==> config.mk <==
export PLATFORM = sky130hd
export DESIGN_NAME = mmio_io_ctrl
export DESIGN_NICKNAME = d
export VERILOG_FILES = /design/src/rtl/mmio_io_pkg.sv /design/src/rtl/mmio_io_ctrl_key_event_fifo.sv /design/src/rtl/mmio_io_ctrl.sv
export SDC_FILE = /design/constraint.sdc
export NUM_CORES = 1
export LEC_CHECK = 0
export CAP_MARGIN = 20
export CORE_AREA = 4 4 114 116
export DETAILED_ROUTE_END_ITERATION = 6
export DIE_AREA = 0 0 118 120
export GPL_TIMING_DRIVEN = 0
export PLACE_DENSITY = 0.78
export SYNTH_ARGS = -nofsm -noshare
export SYNTH_HDL_FRONTEND = slang
export SYNTH_SLANG_ARGS = --single-unit
==> constraint.sdc <==
create_clock -name clk -period 4.7 [get_ports clk]
set_input_delay 0.94 -clock clk [delete_from_list [all_inputs] [get_ports clk]]
set_output_delay 0.94 -clock clk [all_outputs]
set_load 0.05 [all_outputs]
==> src/rtl/mmio_io_pkg.sv <==
// Shared definitions for the MMIO I/O controller: register offsets, bit indices, encodings.
// Latency: n/a (definitions only).
// Backpressure: n/a.
package mmio_io_pkg;

  // Byte offsets inside the 256-byte window (decoded on addr[7:2])
  localparam logic [7:0] OFF_STATUS = 8'h00;
  localparam logic [7:0] OFF_KEY    = 8'h04;
  localparam logic [7:0] OFF_NUM    = 8'h08;
  localparam logic [7:0] OFF_LED    = 8'h0C;
  localparam logic [7:0] OFF_VGA    = 8'h10;
  localparam logic [7:0] OFF_CTRL   = 8'h14;

  // STATUS bit positions
  localparam int ST_NUM_VALID = 0;
  localparam int ST_NOT_EMPTY = 1;
  localparam int ST_OVERFLOW  = 2;
  localparam int ST_COUNT_LO  = 4;
  localparam int ST_IRQ_MASK  = 8;

  // CTRL bit positions
  localparam int CTRL_CLR_OVF  = 0;
  localparam int CTRL_FLUSH    = 1;
  localparam int CTRL_IRQ_MASK = 2;

  // Result shown by the VGA block
  typedef enum logic [1:0] {
    VGA_NONE = 2'd0,
    VGA_ODD  = 2'd1,
    VGA_EVEN = 2'd2
  } vga_result_e;

  // Occupancy counter needs one bit more than the pointers to represent "full"
  function automatic int fifo_cnt_w(input int depth);
    return $clog2(depth) + 1;
  endfunction

endpackage

==> src/rtl/mmio_io_ctrl_key_event_fifo.sv <==
// Synchronous key-event FIFO with push/pop/flush and drop-on-full overflow pulse.
// Latency: push visible at head one cycle later; head is combinational from storage.
// Backpressure: none; a push into a full FIFO without a simultaneous pop is dropped and flagged.
import mmio_io_pkg::*;

module key_event_fifo #(
  parameter int DEPTH = 8,
  parameter int W     = 8
) (
  input  logic                         clk,
  input  logic                         rst,
  input  logic                         push,
  input  logic [W-1:0]                 push_dat,
  input  logic                         pop,
  input  logic                         flush,
  output logic [W-1:0]                 head_dat,
  output logic                         empty,
  output logic                         full,
  output logic [fifo_cnt_w(DEPTH)-1:0] count,
  output logic                         ovf_pulse
);

  localparam int PW = $clog2(DEPTH);
  localparam int CW = fifo_cnt_w(DEPTH);

  logic [W-1:0]  mem [DEPTH];
  logic [PW-1:0] wr_ptr;
  logic [PW-1:0] rd_ptr;
  logic          do_pop;
  logic          do_push;

  assign empty    = (count == '0);
  assign full     = (count == CW'(DEPTH));
  assign head_dat = mem[rd_ptr];
  // A pop frees a slot in the same cycle, so a full FIFO can still accept a push
  assign do_pop    = pop && !empty;
  assign do_push   = push && (!full || do_pop);
  assign ovf_pulse = push && full && !do_pop && !flush;

  // Storage write; no reset needed since count gates every read
  always_ff @(posedge clk) begin
    if (do_push) mem[wr_ptr] <= push_dat;
  end

  // Pointer and occupancy update; flush overrides any same-cycle push/pop
  always_ff @(posedge clk) begin
    if (!rst || flush) begin
      wr_ptr <= '0;
      rd_ptr <= '0;
      count  <= '0;
    end else begin
      if (do_push) wr_ptr <= wr_ptr + PW'(1);
      if (do_pop)  rd_ptr <= rd_ptr + PW'(1);
      if (do_push && !do_pop)      count <= count + CW'(1);
      else if (do_pop && !do_push) count <= count - CW'(1);
    end
  end

endmodule

==> src/rtl/mmio_io_ctrl.sv <==
// MMIO controller: key FIFO, number buffer, LED and VGA-result registers for the CPU bus.
// Latency: reads return one cycle after bus_re; writes land at the bus_we edge.
// Backpressure: none on the bus; key events are dropped (overflow flagged) when the FIFO is full.
// Optional: define MMIO_IRQ_EN to add irq_out and the CTRL[2]/STATUS[8] IRQ mask.
import mmio_io_pkg::*;

module mmio_io_ctrl #(
  parameter logic [31:0] BASE_ADDR  = 32'hFFFF_0000,
  parameter int          FIFO_DEPTH = 8,
  parameter int          LED_W      = 16
) (
  input  logic             clk,
  input  logic             rst,
  input  logic [31:0]      bus_addr,
  input  logic             bus_re,
  input  logic             bus_we,
  input  logic [31:0]      bus_wdata,
  output logic             bus_hit,
  output logic [31:0]      bus_rdata,
  input  logic [7:0]       scancode_in,
  input  logic             key_pressed_in,
  input  logic [31:0]      num_in,
  input  logic             num_valid_in,
  output logic             num_read_ack,
  output logic [LED_W-1:0] led_out,
  output logic [1:0]       vga_result_out
`ifdef MMIO_IRQ_EN
  ,
  output logic             irq_out
`endif
);

  localparam int CW = fifo_cnt_w(FIFO_DEPTH);

  logic [7:0]    off;
  logic          rd_en;
  logic          wr_en;
  logic          key_pop;
  logic          ctrl_wr;
  logic          flush;
  logic [7:0]    head_dat;
  logic          fifo_empty;
  logic          fifo_full;
  logic [CW-1:0] fifo_count;
  logic          ovf_pulse;
  logic          ovf_q;
  logic [3:0]    cnt_sat;
  logic [31:0]   status_val;
  logic [31:0]   rd_mux;
  vga_result_e   vga_q;
  logic          unused_bits;

  assign bus_hit = (bus_addr[31:8] == BASE_ADDR[31:8]);
  assign off     = {bus_addr[7:2], 2'b00};
  // A write in the same cycle as a read suppresses the read entirely
  assign rd_en   = bus_re && bus_hit && !bus_we;
  assign wr_en   = bus_we && bus_hit;
  assign key_pop = rd_en && (off == OFF_KEY);
  assign ctrl_wr = wr_en && (off == OFF_CTRL);
  assign flush   = ctrl_wr && bus_wdata[CTRL_FLUSH];

  assign vga_result_out = vga_q;
  assign unused_bits    = ^{bus_addr[1:0], bus_wdata};

  key_event_fifo #(.DEPTH(FIFO_DEPTH), .W(8)) u_fifo (
    .clk      (clk),
    .rst      (rst),
    .push     (key_pressed_in),
    .push_dat (scancode_in),
    .pop      (key_pop),
    .flush    (flush),
    .head_dat (head_dat),
    .empty    (fifo_empty),
    .full     (fifo_full),
    .count    (fifo_count),
    .ovf_pulse(ovf_pulse)
  );

`ifdef MMIO_IRQ_EN
  logic irq_mask_q;

  // IRQ mask lives in CTRL[2]; starts masked
  always_ff @(posedge clk) begin
    if (!rst)         irq_mask_q <= 1'b1;
    else if (ctrl_wr) irq_mask_q <= bus_wdata[CTRL_IRQ_MASK];
  end

  // Level interrupt: pending key or number, unless masked
  always_ff @(posedge clk) begin
    if (!rst) irq_out <= 1'b0;
    else      irq_out <= !irq_mask_q && (!fifo_empty || num_valid_in);
  end
`endif

  // STATUS word assembly; count saturates into its 4-bit field
  always_comb begin
    if (32'(fifo_count) > 32'd15) cnt_sat = 4'hF;
    else                          cnt_sat = 4'(fifo_count);
    status_val = '0;
    status_val[ST_NUM_VALID]     = num_valid_in;
    status_val[ST_NOT_EMPTY]     = !fifo_empty;
    status_val[ST_OVERFLOW]      = ovf_q;
    status_val[ST_COUNT_LO +: 4] = cnt_sat;
`ifdef MMIO_IRQ_EN
    status_val[ST_IRQ_MASK]      = irq_mask_q;
`endif
  end

  // Read mux; KEY returns 0 when empty so a racing push is never observed early
  always_comb begin
    rd_mux = '0;
    case (off)
      OFF_STATUS: rd_mux = status_val;
      OFF_KEY:    rd_mux = fifo_empty ? 32'd0 : {24'd0, head_dat};
      OFF_NUM:    rd_mux = num_in;
      OFF_LED:    rd_mux = 32'(led_out);
      OFF_VGA:    rd_mux = {30'd0, vga_q};
      default:    rd_mux = '0;
    endcase
  end

  // Registered read data and number-buffer acknowledge
  always_ff @(posedge clk) begin
    if (!rst) begin
      bus_rdata    <= '0;
      num_read_ack <= 1'b0;
    end else begin
      if (rd_en) bus_rdata <= rd_mux;
      num_read_ack <= rd_en && (off == OFF_NUM) && num_valid_in;
    end
  end

  // LED and VGA-result registers
  always_ff @(posedge clk) begin
    if (!rst) begin
      led_out <= '0;
      vga_q   <= VGA_NONE;
    end else begin
      if (wr_en && (off == OFF_LED)) led_out <= bus_wdata[LED_W-1:0];
      if (wr_en && (off == OFF_VGA)) vga_q   <= vga_result_e'(bus_wdata[1:0]);
    end
  end

  // Sticky overflow flag; a new drop beats a same-cycle clear
  always_ff @(posedge clk) begin
    if (!rst)                                      ovf_q <= 1'b0;
    else if (ovf_pulse)                            ovf_q <= 1'b1;
    else if (ctrl_wr && bus_wdata[CTRL_CLR_OVF])   ovf_q <= 1'b0;
  end

endmodule

=== After elaboration in Yosys (flattened, before gate mapping) ===
Memories as Yosys holds them, arrays and structs flattened. A register that Yosys moved wholly into a read port is not among the register bits.
Cells that the tools add are included.

* Bits in registers: 62
* Memory bits (read-only): 0
* Memory bits (writable): 64
* Memories: 1
* Latch bits: 0

* Equality and inequality tests: 7
* Add/sub/neg operators: 4
* $lt $le $gt $ge: 0
* Div/mod/pow operators: 0
* Bitwise gates (word level): 0
* Multipliers: 0
* Multiplexer cells: 10
* Shift-type cells: 0
* Reductions and logical operators: 31

{| class="wikitable"
|+ Memory list
! name !! depth !! width !! read ports !! clocked after memory_dff !! write ports !! line !! RTL
|-
| u_fifo.mem || 8 || 8 || 1 || 1 || 1 || mmio_io_ctrl_key_event_fifo.sv:26 || <nowiki>logic [W-1:0] mem [DEPTH];</nowiki>
|}

{| class="wikitable"
|+ Operators with widths
! kind !! count
|-
| 32-bit case mux with 5 select lines || 1
|-
| 24-bit == test, second input constant || 1
|-
| 1-bit logical AND || 18
|-
| 6-bit by 2-bit == test with 1-bit output, second input constant || 2
|-
| 6-bit by 3-bit == test with 1-bit output, second input constant || 2
|-
| 8-bit zero test || 1
|-
| 4-bit two-way mux || 2
|-
| 8-bit two-way mux || 1
|-
| 1-bit zero test || 7
|-
| 3-bit by 1-bit adder with 3-bit output, second input constant || 2
|-
| 6-bit by 1-bit == test with 1-bit output, second input constant || 1
|-
| 3-bit two-way mux || 2
|-
| 4-bit by 1-bit adder with 4-bit output, second input constant || 1
|-
| 4-bit == test, second input constant || 1
|-
| 4-bit zero test || 1
|-
| 1-bit two-way mux || 4
|-
| 2-bit nonzero test || 2
|-
| 4-bit by 1-bit subtractor with 4-bit output, second input constant || 1
|-
| 1-bit logical OR || 2
|}

=== Depth between registers and ports, before layout ===
* Depth after elaboration: 11
* Gate-level depth with buffers: 13

=== Modules after synthesis ===
A second synthesis with hierarchy kept.

* Cell total of the unflattened synthesis: 465
* Area, all modules: 5,729.2 um2

{| class="wikitable"
|+ By module, submodules not included
! module !! area an instance (um2) !! times used !! cells each
|-
| key_event_fifo || 3,084.2 || 1 || 168
|-
| mmio_io_ctrl || 2,645.0 || 1 || 297
|}

=== Least setup slack after synthesis ===
Ideal clock, no wire load.

* Kind: input port to flip-flop
* Start point: in bus_addr[9]
* End point: reg u_fifo.count[3]
* Data arrival time: 3.950 ns
* Path slack: 0.678 ns
* Required time: 4.628 ns
* Stages on the path: 13
* Cell sequence: or4_1 or4_1 buf_6 nor3_2 nand2_1 ha_1 inv_1 ha_1 a21o_1 a21oi_1 xnor2_1 or3_1 a21oi_1

* Word-level cells in the longest chain between the ends: 10

{| class="wikitable"
|+ RTL lines
! element !! line !! RTL
|-
| start: declaration || mmio_io_ctrl.sv:14 || <nowiki>input logic [31:0] bus_addr,</nowiki>
|-
| 24-bit == test * || mmio_io_ctrl.sv:53 || <nowiki>assign bus_hit = (bus_addr[31:8] == BASE_ADDR[31:8]);</nowiki>
|-
| 1-bit logical AND (2 in series) || mmio_io_ctrl.sv:56 || <nowiki>assign rd_en = bus_re && bus_hit && !bus_we;</nowiki>
|-
| 1-bit logical AND || mmio_io_ctrl.sv:58 || <nowiki>assign key_pop = rd_en && (off == OFF_KEY);</nowiki>
|-
| 1-bit logical AND || mmio_io_ctrl_key_event_fifo.sv:36 || <nowiki>assign do_pop = pop && !empty;</nowiki>
|-
| 1-bit logical OR || mmio_io_ctrl_key_event_fifo.sv:37 || <nowiki>assign do_push = push && (!full || do_pop);</nowiki>
|-
| 1-bit logical AND || mmio_io_ctrl_key_event_fifo.sv:37 ||
|-
| 1-bit zero test || mmio_io_ctrl_key_event_fifo.sv:55 || <nowiki>else if (do_pop && !do_push) count <= count - CW'(1);</nowiki>
|-
| 1-bit logical AND || mmio_io_ctrl_key_event_fifo.sv:55 ||
|-
| 2-bit nonzero test (no source line) || n/a ||
|-
| end signal: assignment || mmio_io_ctrl_key_event_fifo.sv:54 || <nowiki>if (do_push && !do_pop) count <= count + CW'(1);</nowiki>
|-
| end signal: assignment || mmio_io_ctrl_key_event_fifo.sv:55 ||
|-
| end: declaration || mmio_io_ctrl_key_event_fifo.sv:19 || <nowiki>output logic [fifo_cnt_w(DEPTH)-1:0] count,</nowiki>
|}

Mark *: on every way between the ends. The rest lies on a longest branch, timed or not.
A chain may end at the register's enable or synchronous reset.

=== Worst setup path after layout ===
* Start point: in bus_addr[9]
* End point: out bus_hit

* Word-level cells in the longest chain between the ends: 1

{| class="wikitable"
|+ RTL lines
! element !! line !! RTL
|-
| 24-bit == test || mmio_io_ctrl.sv:53 ||
|-
| end: declaration || mmio_io_ctrl.sv:18 || <nowiki>output logic bus_hit,</nowiki>
|}

No other way between the ends.

==> out/qor.log <==
INFO  run_status     outcome=completed
INFO  sta            slew_headroom=0.4275
INFO  clock_tree     clock_sink_count=129
INFO  grt            number_of_global_route_vias_before_repair=4456
INFO  pwr            total_power=2.799mW
INFO  pwr            leakagePower=2.689nW
INFO  placement      place_area=7192squm
INFO  clock_tree     resized_after_cts=0
INFO  critical_path  setup.worst_path.start_class=input pin
INFO  grt            wire_length_of_the_first_global_routing_pass=24300microns
INFO  synthesis      synth_enable_flop_cells=64
INFO  critical_path  timing.rr.end=u_fifo.count[3]$_SDFFE_PP0P_
INFO  critical_path  worst_r2r_startpoint=u_fifo.count[0]$_SDFFE_PP0P_
INFO  critical_path  worst-path-stages=6
INFO  pwr            vdd_ir_drop_max=0.3819mV
INFO  placement      globalplace.congestion=0.8987
INFO  sta            timing.final.ws_setup=0.2127ns
INFO  floorplanning  fp.coreArea=11910squm
INFO  finish         layout.cells.most_common_list=sky130_fd_sc_hd__clkdlybuf4s50_1 (141), sky130_fd_sc_hd__dfxtp_1 (65), sky130_fd_sc_hd__edfxtp_1 (64), sky130_fd_sc_hd__nand2_1 (30)
INFO  critical_path  path_max_fanout=7
INFO  min_path       hold_end=bus_rdata[27]$_SDFFE_PN0N_
INFO  flow_run       max-cap-violations=0
INFO  routing        route.antenna.remaining_nets=0
INFO  placement      placedCellCount=737
INFO  floorplanning  placement_rows=40
INFO  routing        via_per_inst=5.675
INFO  synthesis      synthDistinctLibCells=51
INFO  clock_tree     cts_tree=built
INFO  routing        post_drt_wl_per_cell=19.88microns
INFO  clock_tree     clk_latency=0.41ns
INFO  floorplanning  dieArea=14160squm
INFO  critical_path  r2r_slack=1.63ns
INFO  finish         stdcell_area=7787squm
INFO  routing        routed-wl-met3=1177microns
INFO  floorplanning  die_w=118microns
INFO  routing        detail_route.drc_violations=0
INFO  grt            globalRouteTotalUtil=0.2211
INFO  sta            finalSetupViolCount=0
INFO  critical_path  crit_chain=clkdlybuf4s50_1, or4_1, or4_1, buf_6, nor2_1, clkdlybuf4s50_1
INFO  clock_tree     cts_hold_buf=0
INFO  finish         final_common_cell=sky130_fd_sc_hd__clkdlybuf4s50_1
INFO  finish         n_antenna_cell=0
INFO  synthesis      mappedNetlistNets=559
INFO  clock_tree     cts.reportedPaths.clkPinSlew=0.05ns
INFO  critical_path  timing.setup.critical_path_class=input pin to output port
INFO  finish         num-nets-final=726
INFO  grt            antenna_found_initial=0
INFO  floorplanning  initial_utilization=0.4650
INFO  sta            clock-skew-final=0.008429ns
INFO  sta            final.period_utilization=0.9547
INFO  sta            f_max=0.2229GHz
INFO  routing        dr.pass1.iters=5
INFO  critical_path  critical-path-top-delay-family=buffers and inverters
INFO  routing        dr.first_iter.drc_count=372
INFO  synthesis      synth.cell_area=5539squm
INFO  sta            holdWs=0.4653ns
INFO  synthesis      synth_sequential_area_ratio=0.5819
INFO  sta            timing_max_transition_violations_final=0
INFO  sta            total_neg_setup_slack=0ns
INFO  routing        route.final.wire_length=15300microns
INFO  critical_path  cp-end-kind=output port
INFO  min_path       holdCritPathClass=register to register
INFO  synthesis      synth.yosys.warnings=0
INFO  critical_path  worst-endpoint-required=3.76ns
INFO  sta            layout_min_cycle_time=4.487ns
INFO  finish         finalNonFillerCells=770
INFO  placement      portBuffers=141
INFO  sta            setup_repair_after_global_routing_missed_its_margin=false
INFO  clock_tree     htree_levels=4
INFO  critical_path  worst_path_cell_with_the_longest_stage_delay=sky130_fd_sc_hd__clkdlybuf4s50_1
INFO  placement      hpwl_detailed=11360microns
INFO  synthesis      synth_register_bits=129
INFO  synthesis      yosys_most_used_dff=sky130_fd_sc_hd__dfxtp_1
INFO  critical_path  ff2ff_path_depth=12
INFO  synthesis      synth-async-reset-ratio=0
INFO  finish         layout_cell_share_with_drive_strength_beyond_1=0.1172
INFO  min_path       min_delay_path_depth=2
INFO  routing        drt-met1-wl=6370microns
INFO  finish         flow.area_growth_from_synthesis=40.59%
INFO  synthesis      postSynthAreaPerCell=12.50squm
INFO  pwr            power_per_cell_area=359.4nW/um^2
INFO  routing        highest-signal-layer=met4
INFO  clock_tree     clock-root-buffer=sky130_fd_sc_hd__clkbuf_16
INFO  clock_tree     tritoncts.num_buffers=17
INFO  critical_path  peak_per_stage_delay_on_the_critical_path=0.84ns
INFO  floorplanning  floorplan.io_pins=162
INFO  clock_tree     cts_post_setup_buffers_inserted=0
INFO  routing        met2_wirelength=7440microns
INFO  grt            grt.overflow.total=0
INFO  min_path       worstHoldStart=bus_rdata[27]$_SDFFE_PN0N_
INFO  sta            worst_slew_pin_slew=0.8521ns
INFO  critical_path  worstPathBufferInverterCount=3
INFO  sta            finalHoldViolCount=0
INFO  placement      dpl_worst_slack=-0.1492ns
INFO  clock_tree     clock_tree.buffer_depth=2
INFO  grt            grt_max_degree=17
INFO  floorplanning  fp.dieH=120microns
INFO  routing        num_vias=4370
INFO  synthesis      synthesis.instances=443
INFO  finish         finalCoreUtilization=0.6538
INFO  critical_path  critical_path_arrival=3.55ns
## Yosys cell counts (4+ instances only)
library cell,number,share of area
sky130_fd_sc_hd__a211oi_1,5,0.0068
sky130_fd_sc_hd__a21boi_0,18,0.024
sky130_fd_sc_hd__a21oi_1,12,0.011
sky130_fd_sc_hd__a22o_1,8,0.013
sky130_fd_sc_hd__a22oi_1,10,0.014
sky130_fd_sc_hd__a32o_1,5,0.0090
sky130_fd_sc_hd__buf_2,8,0.0072
sky130_fd_sc_hd__clkbuf_1,18,0.012
sky130_fd_sc_hd__dfxtp_1,65,0.23
sky130_fd_sc_hd__edfxtp_1,64,0.35
sky130_fd_sc_hd__ha_1,5,0.011
sky130_fd_sc_hd__mux2i_1,28,0.051
sky130_fd_sc_hd__mux4_2,16,0.065
sky130_fd_sc_hd__nand2_1,30,0.020
sky130_fd_sc_hd__nand2b_1,4,0.0045
sky130_fd_sc_hd__nand3_1,20,0.018
sky130_fd_sc_hd__nand4_1,6,0.0068
sky130_fd_sc_hd__nor2_1,22,0.015
sky130_fd_sc_hd__nor2b_1,28,0.032
sky130_fd_sc_hd__nor3_1,9,0.0081
sky130_fd_sc_hd__nor4_1,7,0.0079
sky130_fd_sc_hd__o21ai_0,11,0.0099
sky130_fd_sc_hd__or4_1,4,0.0054
## metal layers
layer | global-route usage | vias up
li1 | - | 2022
met1 | 0.2795 | 2108
met2 | 0.3644 | 211
met3 | 0.06739 | 29
met4 | 0.07326 | 0
met5 | 0 | -
## cells by family after synthesis
group                    Yosys count  share of synthesized area
XOR/XNOR                           4                   0.006326
adder cells (fa/ha/maj)            6                    0.01491
AND/OR/NAND/NOR                  147                     0.1473
multiplexers                      45                     0.1177
AO/OA/AOI/OAI                     82                     0.1057
flip-flops                       129                     0.5819
buffers and inverters             30                    0.02620
## registers in the layout, summed over array words and instances, names as in the netlist, named ones only
signal and flops:
bus_rdata 32, led_out 16, num_read_ack 1, ovf_q 1, u_fifo.count 4, u_fifo.mem 64
u_fifo.rd_ptr 3, u_fifo.wr_ptr 3, vga_result_out 2
## tightest hold or removal path, delay by kind of cell (launching register included)
kind / cells / cell delay, ns
AO/OA/AOI/OAI: 1 / 0.06
AND/OR/NAND/NOR: 1 / 0.05
flip-flops: 1 / 0.30
## area by class of cell
class,count,area (sq um)
plain buffers,29,141.4
clock buffers,28,516.7
clock inverters,4,73.82
fillers,901,4124
inverters,1,3.754
multi-input cells,284,2183
flip-flops and latches,129,3223
well taps,147,183.9
repair buffers,148,1461
## power by group
part | total (mW) | internal, mW | switching [mW]
clock | 1.30 | 0.852 | 0.452
combinational | 0.251 | 0.138 | 0.114
sequential | 1.24 | 1.22 | 0.0276
total | 2.80 | 2.21 | 0.593
## worst max-delay path by stage
| stage | from | end | slack, ns |
|---|---|---|---|
| 5_1_grt | bus_addr[9] | u_fifo.count[3]$_SDFFE_PP0P_ | 0.001 |
| 3_3_place_gp | bus_addr[2] | u_fifo.mem[1][5]$_DFFE_PP_ | -0.62 |
| 4_1_cts | bus_addr[9] | bus_hit | 0.20 |
| 6_report | bus_addr[9] | bus_hit | 0.21 |
| 2_1_floorplan | bus_addr[9] | u_fifo.count[3]$_SDFFE_PP0P_ | 0.68 |
| 3_5_place_dp | bus_addr[9] | u_fifo.count[3]$_SDFFE_PP0P_ | -0.15 |
Power figures use the tool's default switching activity.
